`config.mk`:
```
export PLATFORM = sky130hd
export DESIGN_NAME = instr_mem_loader_flat
export DESIGN_NICKNAME = d
export VERILOG_FILES = /design/src/rtl/instr_mem_loader_pkg.sv /design/src/rtl/instr_mem_loader_if.sv /design/src/rtl/instr_mem_loader.sv /design/src/flat_wrapper.sv
export SDC_FILE = /design/constraint.sdc
export NUM_CORES = 1
export LEC_CHECK = 0
export BUFFER_PORTS_ARGS = -buffer_cell sky130_fd_sc_hd__clkbuf_2
export CORE_UTILIZATION = 25
export CTS_CLUSTER_SIZE = 24
export DETAILED_ROUTE_END_ITERATION = 10
export GPL_TIMING_DRIVEN = 0
export SYNTH_ARGS = -nofsm -noshare
export SYNTH_HDL_FRONTEND = slang
export SYNTH_SLANG_ARGS = --single-unit
```
`constraint.sdc`:
```
create_clock -name clk -period 6.86 [get_ports clk]
set_input_delay 1.029 -clock clk [delete_from_list [all_inputs] [get_ports clk]]
set_output_delay 1.029 -clock clk [all_outputs]
set_load 0.03 [all_outputs]
```
`src/rtl/instr_mem_loader_pkg.sv`:
```
// ---------------------------------------------------------------------------
// instr_loader_pkg
// Shared definitions for the byte-stream instruction memory loader.
//   loader_state_t : FSM states of the loader
//   HDR_BYTES      : number of length-header bytes in front of the program
//   LEN_W          : width of the program length and of the byte counter
// ---------------------------------------------------------------------------
package instr_loader_pkg;

  localparam int HDR_BYTES = 2;
  localparam int LEN_W     = 16;

  typedef enum logic [2:0] {
    IDLE = 3'd0,
    HDR0 = 3'd1,
    HDR1 = 3'd2,
    DATA = 3'd3,
    CSUM = 3'd4,
    DONE = 3'd5,
    ERR  = 3'd6
  } loader_state_t;

endpackage

```
`src/rtl/instr_mem_loader_if.sv`:
```
// ---------------------------------------------------------------------------
// instr_mem_loader_if
// Bundles the loader's byte stream handshake, the instruction memory write
// port and the load status flags.
//   start, in_data, in_valid          : host -> loader stream
//   in_ready                          : loader -> host stream back-pressure
//   mem_we, mem_addr, mem_wdata       : loader -> instruction memory
//   busy, done, err_len, err_csum     : load status levels
//   cpu_hold                          : keeps the CPU in reset
// Modports:
//   master : the host side that frames and sends the program
//   slave  : the loader itself
// ---------------------------------------------------------------------------
interface instr_mem_loader_if #(
  parameter int ADDR_W = 32
);
  import instr_loader_pkg::*;

  logic              start;
  logic [7:0]        in_data;
  logic              in_valid;
  logic              in_ready;
  logic              mem_we;
  logic [ADDR_W-1:0] mem_addr;
  logic [7:0]        mem_wdata;
  logic              busy;
  logic              done;
  logic              err_len;
  logic              err_csum;
  logic              cpu_hold;

  modport master (
    output start, in_data, in_valid,
    input  in_ready, mem_we, mem_addr, mem_wdata,
    input  busy, done, err_len, err_csum, cpu_hold
  );

  modport slave (
    input  start, in_data, in_valid,
    output in_ready, mem_we, mem_addr, mem_wdata,
    output busy, done, err_len, err_csum, cpu_hold
  );

endinterface

```
`src/rtl/instr_mem_loader.sv`:
```
// ---------------------------------------------------------------------------
// instr_mem_loader
// Loads a program into the byte-organised instruction memory at run time.
// Frame: N[7:0], N[15:8], N program bytes, one XOR checksum byte.
// Program byte k is written to address k; the CPU is held in reset until a
// load finishes with a matching checksum.
// Ports:
//   clk     : rising-edge clock
//   reset_n : synchronous active-low reset
//   bus     : instr_mem_loader_if slave modport (stream, memory, status)
// Parameters:
//   MEM_BYTES : memory capacity, largest legal N (must be <= 65535)
//   ADDR_W    : width of mem_addr, must match the interface's ADDR_W
// ---------------------------------------------------------------------------
module instr_mem_loader
  import instr_loader_pkg::*;
#(
  parameter int MEM_BYTES = 1024,
  parameter int ADDR_W    = 32
) (
  input  logic                clk,
  input  logic                reset_n,
  instr_mem_loader_if.slave   bus
);

  loader_state_t     state_q;
  logic [LEN_W-1:0]  len_q;
  logic [LEN_W-1:0]  byteCount_q;
  logic [7:0]        csum_q;
  logic              inReady_q;
  logic              busy_q;
  logic              memWe_q;
  logic [ADDR_W-1:0] memAddr_q;
  logic [7:0]        memWdata_q;
  logic              done_q;
  logic              errLen_q;
  logic              errCsum_q;
  logic              cpuHold_q;

  logic              xfer_d;
  logic [LEN_W-1:0]  lenFull_d;
  logic              lenBad_d;
  logic              lastByte_d;

  // A byte moves only when the loader is ready. The length is assembled from
  // the low byte captured in HDR0 and the byte currently on the stream, so
  // the range check can be made in the same cycle the high byte arrives.
  // The 32-bit compare keeps the check exact for any legal MEM_BYTES.
  always_comb begin
    xfer_d     = bus.in_valid && inReady_q;
    lenFull_d  = {bus.in_data, len_q[7:0]};
    lenBad_d   = (lenFull_d == '0) || (32'(lenFull_d) > 32'(MEM_BYTES));
    lastByte_d = (byteCount_q == (len_q - LEN_W'(1)));
  end

  // Single FSM register block. All outputs are registered alongside the
  // state: in_ready/busy are updated whenever the state enters or leaves
  // the streaming states, and the memory write strobe defaults low so each
  // data byte produces exactly one write pulse. Reset overrides everything,
  // which also drops any write registered in the same cycle.
  always_ff @(posedge clk) begin
    if (!reset_n) begin
      state_q     <= IDLE;
      len_q       <= '0;
      byteCount_q <= '0;
      csum_q      <= '0;
      inReady_q   <= 1'b0;
      busy_q      <= 1'b0;
      memWe_q     <= 1'b0;
      memAddr_q   <= '0;
      memWdata_q  <= '0;
      done_q      <= 1'b0;
      errLen_q    <= 1'b0;
      errCsum_q   <= 1'b0;
      cpuHold_q   <= 1'b1;
    end else begin
      memWe_q <= 1'b0;
      case (state_q)
        IDLE, DONE, ERR: begin
          if (bus.start) begin
            state_q     <= HDR0;
            inReady_q   <= 1'b1;
            busy_q      <= 1'b1;
            byteCount_q <= '0;
            csum_q      <= '0;
            done_q      <= 1'b0;
            errLen_q    <= 1'b0;
            errCsum_q   <= 1'b0;
            cpuHold_q   <= 1'b1;
          end
        end
        HDR0: begin
          if (xfer_d) begin
            len_q[7:0] <= bus.in_data;
            state_q    <= HDR1;
          end
        end
        HDR1: begin
          if (xfer_d) begin
            len_q <= lenFull_d;
            if (lenBad_d) begin
              state_q   <= ERR;
              errLen_q  <= 1'b1;
              inReady_q <= 1'b0;
              busy_q    <= 1'b0;
            end else begin
              state_q <= DATA;
            end
          end
        end
        DATA: begin
          if (xfer_d) begin
            memWe_q     <= 1'b1;
            memAddr_q   <= ADDR_W'(byteCount_q);
            memWdata_q  <= bus.in_data;
            csum_q      <= csum_q ^ bus.in_data;
            byteCount_q <= byteCount_q + LEN_W'(1);
            if (lastByte_d) begin
              state_q <= CSUM;
            end
          end
        end
        CSUM: begin
          if (xfer_d) begin
            inReady_q <= 1'b0;
            busy_q    <= 1'b0;
            if (bus.in_data == csum_q) begin
              state_q   <= DONE;
              done_q    <= 1'b1;
              cpuHold_q <= 1'b0;
            end else begin
              state_q   <= ERR;
              errCsum_q <= 1'b1;
            end
          end
        end
        default: begin
          state_q   <= IDLE;
          inReady_q <= 1'b0;
          busy_q    <= 1'b0;
        end
      endcase
    end
  end

  assign bus.in_ready  = inReady_q;
  assign bus.busy      = busy_q;
  assign bus.mem_we    = memWe_q;
  assign bus.mem_addr  = memAddr_q;
  assign bus.mem_wdata = memWdata_q;
  assign bus.done      = done_q;
  assign bus.err_len   = errLen_q;
  assign bus.err_csum  = errCsum_q;
  assign bus.cpu_hold  = cpuHold_q;

endmodule

```
`src/flat_wrapper.sv`:
```
// flat-port wrapper written by rule: the top's interface ports become plain ports
module instr_mem_loader_flat import instr_loader_pkg::*;
#(
  parameter int MEM_BYTES = 1024,
  parameter int ADDR_W    = 32
)
  (clk, reset_n, bus_start, bus_in_data, bus_in_valid, bus_in_ready, bus_mem_we, bus_mem_addr, bus_mem_wdata, bus_busy, bus_done, bus_err_len, bus_err_csum, bus_cpu_hold);
  instr_mem_loader_if #(.ADDR_W(ADDR_W)) bus_i ();
  input  logic clk;
  input  logic reset_n;
  input wire logic [$bits(bus_i.start)-1:0] bus_start;
  input wire logic [$bits(bus_i.in_data)-1:0] bus_in_data;
  input wire logic [$bits(bus_i.in_valid)-1:0] bus_in_valid;
  output wire logic [$bits(bus_i.in_ready)-1:0] bus_in_ready;
  output wire logic [$bits(bus_i.mem_we)-1:0] bus_mem_we;
  output wire logic [$bits(bus_i.mem_addr)-1:0] bus_mem_addr;
  output wire logic [$bits(bus_i.mem_wdata)-1:0] bus_mem_wdata;
  output wire logic [$bits(bus_i.busy)-1:0] bus_busy;
  output wire logic [$bits(bus_i.done)-1:0] bus_done;
  output wire logic [$bits(bus_i.err_len)-1:0] bus_err_len;
  output wire logic [$bits(bus_i.err_csum)-1:0] bus_err_csum;
  output wire logic [$bits(bus_i.cpu_hold)-1:0] bus_cpu_hold;
  assign bus_i.start = bus_start;
  assign bus_i.in_data = bus_in_data;
  assign bus_i.in_valid = bus_in_valid;
  assign bus_in_ready = bus_i.in_ready;
  assign bus_mem_we = bus_i.mem_we;
  assign bus_mem_addr = bus_i.mem_addr;
  assign bus_mem_wdata = bus_i.mem_wdata;
  assign bus_busy = bus_i.busy;
  assign bus_done = bus_i.done;
  assign bus_err_len = bus_i.err_len;
  assign bus_err_csum = bus_i.err_csum;
  assign bus_cpu_hold = bus_i.cpu_hold;
  instr_mem_loader #(.MEM_BYTES(MEM_BYTES), .ADDR_W(ADDR_W)) u_core (.clk(clk), .reset_n(reset_n), .bus(bus_i));
endmodule
```
==> PnR_summary.wiki <==
{| class="wikitable"
! Metric !! Value
|-
| Run status || finished, violations left
|-
| Violated checks || DRC
|-
| Number of instances in the synthesized netlist || 450
|-
| Number of enable flip-flop cells after synthesis || 0
|-
| Switching portion of total power || 0.315
|-
| Syn Area/Cell || 8.41 um^2
|-
| Vias/cell || 4.65
|-
| Final setup viols || 0
|-
| Synth cell types || 56
|-
| Final worst-path cycle share || 0.408
|-
| Synth top area share || 0.386
|-
| Antenna violations before repair || 0
|-
| Final max-slew violation count || 0
|-
| Headroom to the max-slew limit || 0.380
|-
| CTS clk-pin slew, worst paths || 0.06 ns
|-
| Max Cap Viol || 0
|-
| Global Route met2 Usage || 0.209
|-
| Die height || 125 um
|-
| Setup repair after global routing missed its margin || no
|-
| Count of standard-cell rows || 44
|-
| CP Max Fanout || 10
|-
| Layout cells sized above 1 || 0.150
|-
| Detailed-route via count || 3275
|-
| Share of flip-flops with an asynchronous set or reset || 0
|-
| Most used routing layer || met2
|-
| DR WL/cell || 13.9 um
|-
| DRC Markers || 6
|-
| Clock share of power || 0.367
|-
| Router iterations before antenna repair || 10
|-
| Die Wd || 125 um
|-
| YS warnings || 0
|-
| Number of port buffers || 40
|-
| Buffer cell driving the clock tree root || clkbuf_16
|-
| Worst Hold Path Cells || 2
|-
| Worst Hold Path EP || u_core.bus.mem_addr[13]$_SDFFE_PN0P_
|-
| Number of global-route vias before repair || 3140
|-
| HPWL Detailed || 7.35 mm
|-
| Area added between synthesis and finish || 20.2%
|-
| Initial core utilization || 0.258
|-
| Flop-to-flop setup slack || about 4.1 ns
|-
| Global-route wire length before repair || between 15 and 20 mm
|-
| Power per Cell Area || 272 nW/um^2
|-
| Critical Path Sink Type || flop
|-
| Clock buffers created by TritonCTS || 9
|-
| Start point of the worst min-delay path || u_core.bus.mem_addr[13]$_SDFFE_PN0P_
|-
| Sum of routed wire length over all layers || approximately 9.8 mm
|-
| Worst setup path class || in2reg
|-
| Seq/Total Area, Yosys || 0.386
|-
| Maximum level of the CTS H-tree || 3
|-
| Post-placement cell count || 689
|-
| Reg2reg start || u_core.len_q[0]$_SDFFE_PN0P_
|-
| Grt met3 use || 0.0171
|-
| Maximum vdd ir drop || 0.109 mV
|-
| Antenna diode count || 0
|-
| Tightest Hold Check Type || reg2reg
|-
| Final hold violation count || 0
|-
| Sequential share of power || 0.388
|-
| Total of hold buffers inserted after clock tree synthesis || 0
|-
| CTS tree || yes
|-
| Ranking of synthesized cells by area || dfxtp_1, xor2_1, nand2_1
|-
| Slew at the pin with the worst max-slew slack || around 0.92 ns
|-
| Library cell with the largest summed area after synthesis || dfxtp_1
|-
| CP startpoint kind || input pin
|-
| Post-Syn Area || roughly 3800 um^2
|-
| Internal Dissipation || between 800 and 900 uW
|-
| Aggregate negative setup slack || 0 ns
|-
| Number of standard cells in the layout, taps in and fillers out || 704
|-
| Number of clock sinks || 73
|-
| ANT nets after route || 0
|-
| Boundary pin count || 59
|-
| Part of the total power dissipated in combinational logic || 0.245
|-
| Number of DRC violations after detailed-routing iteration 0 || 195
|-
| Critical Path AT || 3.00 ns
|-
| Req. time, crit path || 7.06 ns
|-
| Area of the die || ~16000 um^2
|-
| Clock insertion delay at the later pin of the skew report || 0.34 ns
|-
| Register bit count reported by yosys || 73
|-
| Gates resized, CTS repair || 0
|-
| Total overflow reported by the global router || 0
|-
| Maximum count of clock buffers along a single path || 2
|-
| Maximum number of pins on one net before global-route repair || 12
|-
| Maximum frequency from static timing analysis || 357 MHz
|-
| Total Nets Final || 531
|-
| Post-route minimum period || 2.80 ns
|-
| Std-Cell Core Area || between 10000 and 15000 um^2
|-
| Switching power || 390 uW
|-
| Depth of the worst register-to-register path || 10
|-
| Post-CTS setup buffers || 0
|-
| Aggregate global-route resource usage || 0.128
|-
| Global Route met1 Usage || 0.164
|-
| Lkg Pwr || between 0.0015 and 0.002 uW
|-
| Worst flop-to-flop path endpoint || u_core.state_q[0]$_SDFFE_PN0P_
|-
| Placer congestion estimate || 0.831
|-
| Dominant synthesized flop cell || dfxtp_1
|-
| Clock Skews || 0.00716 ns
|}
==> layer usage <==
layer	vias to the layer above	wire, um
li1	1625	-
met3	16	361
met1	1575	4500
met5	-	0
met2	59	4660
met4	0	243
==> area by class of cell <==
class / count / area, um^2
plain buffers: 44 / 230
clock buffers: 11 / 233
clock inverters: 4 / 45.0
fillers: 1571 / 10100
inverters: 3 / 11.3
multi-input cells: 345 / 2140
flip-flops and latches: 73 / 1460
well taps: 184 / 230
repair buffers: 40 / 200
==> synth_stat cells, types with 4 or more instances <==
library cell,instances
dfxtp_1,73
nand2_1,69
nor2_1,40
xor2_1,32
a21boi_0,24
clkbuf_1,21
xnor2_1,20
nor2b_1,19
buf_4,17
mux2i_1,16
a21oi_1,11
nand3_1,10
nand4_1,9
nor3_1,9
o21ai_0,8
and3_1,5
buf_1,5
nor3b_1,5
nor4_1,5
nand2b_1,4
==> state kept, by name, indices dropped and copies added, names as in the netlist <==
| name | flops |
|---|---|
| u_core.byteCount_q | 16 |
| u_core.len_q | 16 |
| u_core.bus.mem_we | 1 |
| u_core.bus.err_len | 1 |
| u_core.bus.mem_wdata | 8 |
| u_core.bus.cpu_hold | 1 |
| u_core.state_q | 3 |
| u_core.bus.busy | 1 |
| u_core.bus.done | 1 |
| u_core.csum_q | 8 |
| u_core.bus.mem_addr | 16 |
| u_core.bus.err_csum | 1 |
==> how the worst max path moves through the flow <==
stage	startpoint	end	slack [ns]
floorplan	bus_start	u_core.state_q[0]$_SDFFE_PN0P_	4.20
global placement	bus_start	u_core.csum_q[6]$_SDFFE_PN0P_	3.72
detailed placement	bus_start	u_core.csum_q[2]$_SDFFE_PN0P_	3.68
CTS	bus_start	u_core.csum_q[7]$_SDFFE_PN0P_	4.02
global route	bus_start	u_core.byteCount_q[2]$_SDFFE_PN0P_	3.75
finish	bus_start	u_core.csum_q[7]$_SDFFE_PN0P_	4.06
==> logic make-up after synthesis <==
group / share of synthesized area
AO/OA/AOI/OAI: 0.122
buffers and inverters: 0.0638
XOR/XNOR: 0.120
AND/OR/NAND/NOR: 0.252
adder cells (fa/ha/maj): 0.00992
other: 0.000991
multiplexers: 0.0453
flip-flops: 0.386
==> critical path, stage by stage <==
cell and delay (ns):
clkbuf_1 0.26, nor3b_1 0.49, or2_2 0.19, clkbuf_1 0.24, buf_1 0.45, nand2_1 0.13, xor2_1 0.15, nor2_1 0.05
==> cell usage in the layout (no fill, tap or decap), drive strengths merged, types with 3 or more instances in the layout <==
cell / n
xor2: 32
a21oi: 11
dfxtp: 73
a21boi: 24
and3: 6
o21ai: 8
nor2: 40
buf: 23
mux2i: 16
nor3b: 5
clkbuf: 72
nand2b: 4
nor3: 9
clkinv: 3
nand4: 9
nand2: 69
nor2b: 19
inv: 3
xnor2: 20
nor4: 6
ha: 3
nand3: 11
conb: 16
==> stage by stage <==
stage | total power, uW | setup WS [ns] | utilization | hold WS, ns | cell area (um^2)
2_1_floorplan | 716 | 4.20 | - | 0.478 | 3840
3_3_place_gp | 779 | 3.72 | 0.292 | 0.454 | 4270
3_5_place_dp | 790 | 3.68 | 0.292 | 0.459 | 4270
4_1_cts | 1240 | 4.02 | 0.311 | 0.467 | 4550
5_1_grt | 1300 | 3.75 | 0.311 | 0.485 | 4550
6_report | 1240 | 4.06 | 0.311 | 0.462 | 4550
==> power groups by stage <==
stage / clock, uW / combinational (uW) / sequential (uW)
2_1_floorplan: 0 / 228 / 488
3_3_place_gp: 0 / 292 / 487
3_5_place_dp: 0 / 301 / 489
4_1_cts: 461 / 303 / 480
5_1_grt: 476 / 337 / 484
6_report: 453 / 303 / 480
(Power assumes the default switching activity.)
